$ cat src/rtl/bus_adapter_pkg.sv
// Shared definitions for the bus width adapters: beat ordering and the
// width-ratio helper.
package bus_adapter_pkg;

  typedef enum logic {
    LSB_FIRST = 1'b0,
    MSB_FIRST = 1'b1
  } beat_order_e;

  // Beats per wide word. Returns 0 when the widths are not an exact multiple,
  // so the caller's ratio < 2 check also catches a bad width pairing.
  function automatic int calc_ratio(input int size_wide, input int size_narrow);
    if (size_narrow <= 0) return 0;
    if ((size_wide % size_narrow) != 0) return 0;
    return size_wide / size_narrow;
  endfunction

endpackage

$ cat src/rtl/bus_width_downsizer.sv
// Serializes one SIZE_IN-bit word into SIZE_IN/SIZE_OUT beats of SIZE_OUT bits.
// Define BWD_MSB_FIRST_EN to emit the most significant slice first.
module bus_width_downsizer
  import bus_adapter_pkg::*;
#(
  parameter int SIZE_IN  = 32,
  parameter int SIZE_OUT = 8
) (
  input  logic                clk,
  input  logic                reset,
  input  logic                valid_in,
  output logic                ready_in,
  input  logic [SIZE_IN-1:0]  in,
  output logic                valid_out,
  input  logic                ready_out,
  output logic [SIZE_OUT-1:0] out,
  output logic                last_out
);

  localparam int RATIO = calc_ratio(SIZE_IN, SIZE_OUT);
  localparam int CNT_W = (RATIO < 2) ? 1 : $clog2(RATIO);

`ifdef BWD_MSB_FIRST_EN
  localparam beat_order_e BEAT_ORDER = MSB_FIRST;
`else
  localparam beat_order_e BEAT_ORDER = LSB_FIRST;
`endif

  if (RATIO < 2) begin : g_bad_ratio
    $error("bus_width_downsizer: SIZE_IN must be a multiple of SIZE_OUT with ratio >= 2");
  end

  logic [SIZE_IN-1:0] word_q;
  logic [CNT_W-1:0]   cnt_q;
  logic               full_q;
  logic [CNT_W-1:0]   sel;
  logic               acc_in;
  logic               xfer;

  assign valid_out = full_q;
  assign last_out  = full_q & (cnt_q == CNT_W'(RATIO - 1));
  // Combinational from ready_out: the final beat's transfer frees the register
  // in the same cycle, which keeps back-to-back words bubble-free.
  assign ready_in  = ~full_q | (last_out & ready_out);
  assign acc_in    = valid_in & ready_in;
  assign xfer      = valid_out & ready_out;

  always_comb begin
    sel = cnt_q;
    if (BEAT_ORDER == MSB_FIRST) sel = CNT_W'(RATIO - 1) - cnt_q;
  end

  always_comb begin
    out = '0;
    for (int unsigned k = 0; k < RATIO; k++) begin
      if (sel == CNT_W'(k)) out = word_q[k*SIZE_OUT +: SIZE_OUT];
    end
  end

  always_ff @(posedge clk) begin
    if (reset) begin
      word_q <= '0;
      cnt_q  <= '0;
      full_q <= 1'b0;
    end else if (acc_in) begin
      word_q <= in;
      cnt_q  <= '0;
      full_q <= 1'b1;
    end else if (xfer) begin
      if (last_out) begin
        cnt_q  <= '0;
        full_q <= 1'b0;
      end else begin
        cnt_q <= cnt_q + CNT_W'(1);
      end
    end
  end

endmodule

$ cat config.mk
export PLATFORM = sky130hd
export DESIGN_NAME = bus_width_downsizer
export DESIGN_NICKNAME = d
export VERILOG_FILES = /design/src/rtl/bus_adapter_pkg.sv /design/src/rtl/bus_width_downsizer.sv
export SDC_FILE = /design/constraint.sdc
export NUM_CORES = 1
export LEC_CHECK = 0
export ABC_AREA = 1
export BUFFER_PORTS_ARGS = -buffer_cell sky130_fd_sc_hd__buf_2
export CAP_MARGIN = 25
export CELL_PAD_IN_SITES_DETAIL_PLACEMENT = 1
export CELL_PAD_IN_SITES_GLOBAL_PLACEMENT = 1
export CORE_MARGIN = 4
export CORE_UTILIZATION = 40
export CTS_CLUSTER_SIZE = 14
export DETAILED_ROUTE_END_ITERATION = 16
export PLACE_DENSITY = 0.81
export SLEW_MARGIN = 40
export SYNTH_ARGS = -nofsm -noshare
export SYNTH_HDL_FRONTEND = slang
export SYNTH_SLANG_ARGS = --single-unit
export TNS_END_PERCENT = 1
$ cat constraint.sdc
create_clock -name clk -period 3.47 [get_ports clk]
set_input_delay 0.694 -clock clk [delete_from_list [all_inputs] [get_ports clk]]
set_output_delay 0.694 -clock clk [all_outputs]
set_load 0.1 [all_outputs]
==> run metrics <==
Routability Congestion=between 0.8 and 0.9; number of gates resized after cts=0; largest net degree at the start of global routing=67; Worst Setup SP=cnt_q[0]; I/O Pins=47; Synth Area in XOR/XNOR=0%; clock share of power=around 29%; DRT Wirelength=5.174 mm; worst reg-to-reg setup slack=1.21 ns; Worst EP arrival=between 2 and 2.5 ns; Worst-path clk slew=about 0.07 ns; Synth Flop Type=dfxtp_1; Total GRT Usage=around 18%; Clk Latency, worst-skew pair=0.29 ns; Tcrit/Tclk final=between 80 and 90%; worst-margin pin slew=between 0.7 and 0.8 ns; WL/cell=12.74 um; Critical Path RT=about 2.8 ns; mux share of post-synthesis cell area=0%; Starting Density=between 40% and 50%; accumulated negative setup slack=0 ns; CTS root buffer=clkbuf_8; top cell type's share of synthesized area=between 30% and 40%; worst rel slew slack=a little over half; largest family of logic cells by synthesized area=simple AND/OR/NAND/NOR gates; fillers=approximately 700; Via-to-Cell Ratio=about 4.8; status=complete, no violations; CTS Buf Count=5; Synth Area in Compound Gates=14.79%; final net count=around 380; DP HPWL=about 3.8 mm; CTS tree=built; synthesized area per cell=6.601 um^2; # DRC=0; hold path depth=2; Synthesized Nets=approximately 350; Max-cap violations=0; Combinational Power Share=a little over a quarter; postcts setup bufs=0; drt first pass iters=4; P&R area growth vs syn=13.24%; DRT antenna net count=0; Die Y=78.95 um; Max Clock Freq=approximately 350 MHz; Yosys top cell by area=dfxtp_1; Psw=around 360 uW; critical path class=reg -> out; hold crit path type=reg -> reg; Unique masters post-synth=17; power density cells=450.0 nW/um^2; CTS max path bufs=2; DIE WIDTH=78.95 um; largest cells by area after synthesis=dfxtp_1 35%, nand2_1 12%, nand3_1 10%; Worst R2R Path Depth=7; # port buffers=46; Yosys reg bits=35; fraction of registers with async set/reset=0%; Leak=1.209 nW; final hold vios=0; Adder-Cell Fraction of Synth Area=2.486%; GRT overflow=0; min-delay src=word_q[10]; sequential area share after synthesis=34.80%; switching fraction of total power=35.06%; VDD IR max=roughly 0.25 mV; Core Area=around 4800 um^2; hold_buf cts=0; Final Skew=0.008070 ns; RSZ-0062 raised after global routing=false; vias post-DR=1940; final setup vio count=0; number of synthesized flops with an enable pin=0; Seq pwr share=44.8%; Final min period=approximately 2.8 ns; vias in the first global route=a little under 2k; post-synthesis simple-gate area fraction=32.26%; Die Area=approximately 6200 um^2; utilization after layout=between 40% and 50%; initial antenna violation count=0; Placement Rows=25; top-count cell post-synth=nand2_1; H-tree levels=2; Max FO, Critical Path=9; antenna cells=0; Worst Setup EP=out[0]; Internal=around 670 uW; initial drt markers=between 40 and 50; Synth Cell Area=2013 um^2; first-pass GRT wire length=8.894 mm; Warnings, synthesis=0; Synth Instances=between 300 and 400; layout cells sized above 1=a little under a quarter; Crit. End Element=primary output; startpoint types=flop; list of most frequent post-synthesis cells=67 x nand2_1, 45 x nor2_1, 42 x inv_1; worst r2r src=cnt_q[0]; Pins Over Slew Limit=0; RR Endpoint=cnt_q[0]; Sink Count=35
## stage by stage
| step | total power [mW] | hold slack [ns] | setup WS, ns | std cells | area (um^2) |
|---|---|---|---|---|---|
| CTS | 1.039 | 0.4914 | 0.6571 | 406 | 2280 |
| detailed placement | 0.7378 | 0.4754 | 0.9872 | 399 | 2192 |
| finish | 1.026 | 0.4889 | 0.6529 | 406 | 2280 |
| global route | 1.081 | 0.5174 | 0.4694 | 406 | 2280 |
| floorplan | 0.6877 | 0.4514 | 0.3003 | 305 | 2013 |
| global placement | 0.7320 | 0.4636 | 1.068 | 399 | 2192 |
## cells by family (layout without fill, tap and decap cells)
family	after synthesis	count (layout)
compound gates	46	46
buf+inv	64	98
fa+ha+maj	4	4
simple gates	156	156
flops	35	35
## power by group through the flow
stage	sequential, mW	combinational [mW]	clock (mW)
finish	0.459	0.267	0.300
global route	0.463	0.296	0.322
CTS	0.460	0.270	0.309
detailed placement	0.468	0.269	0
global placement	0.468	0.264	0
floorplan	0.467	0.220	0
## layout make-up
| class | count | area (um^2) | share of cell area, % |
|---|---|---|---|
| tap | 67 | 83.83 | 3.677 |
| timing repair buffer | 49 | 252.7 | 11.09 |
| clock inverter | 1 | 5.005 | 0.2195 |
| sequential | 35 | 700.7 | 30.74 |
| inverter | 42 | 157.7 | 6.915 |
| multi-input combinational | 206 | 997.2 | 43.74 |
| clock buffer | 6 | 82.58 | 3.622 |
## layer usage
metal,track usage [%],share of wire (%),vias to the layer above
met4,6.529,2.0,0
met3,3.061,4.3,9
met5,0,0,-
met1,21.41,46,881
li1,-,-,1012
met2,31.49,48,38
## registers in the layout, summed over array words and instances (netlist names)
name and cells:
cnt_q 2, valid_out 1, word_q 32
## how the worst min path moves through the flow
| stage | end |
|---|---|
| after floorplan | word_q[31] |
| after global placement | word_q[31] |
| after detailed placement | word_q[10] |
| after CTS | word_q[10] |
| after global routing | word_q[4] |
| final | word_q[10] |
## cells in the final DEF (no fill, tap or decap)
cell type / instances
a21oi_2: 18
a21oi_1: 28
dfxtp_1: 35
inv_2: 1
buf_2: 46
nor2_1: 45
nand4_1: 1
nand2_1: 67
nand2_2: 1
inv_1: 41
ha_1: 4
clkbuf_8: 6
nand2_4: 1
nand3_1: 41
clkinv_2: 1
buf_4: 3
## critical path, stage by stage, from the launching register on
cell and delay [ns]:
dfxtp_1 0.40, inv_1 0.11, ha_1 0.33, inv_1 0.24, nand3_1 0.12, a21oi_1 0.18
buf_2 0.46
Power figures use the tool's default switching activity.
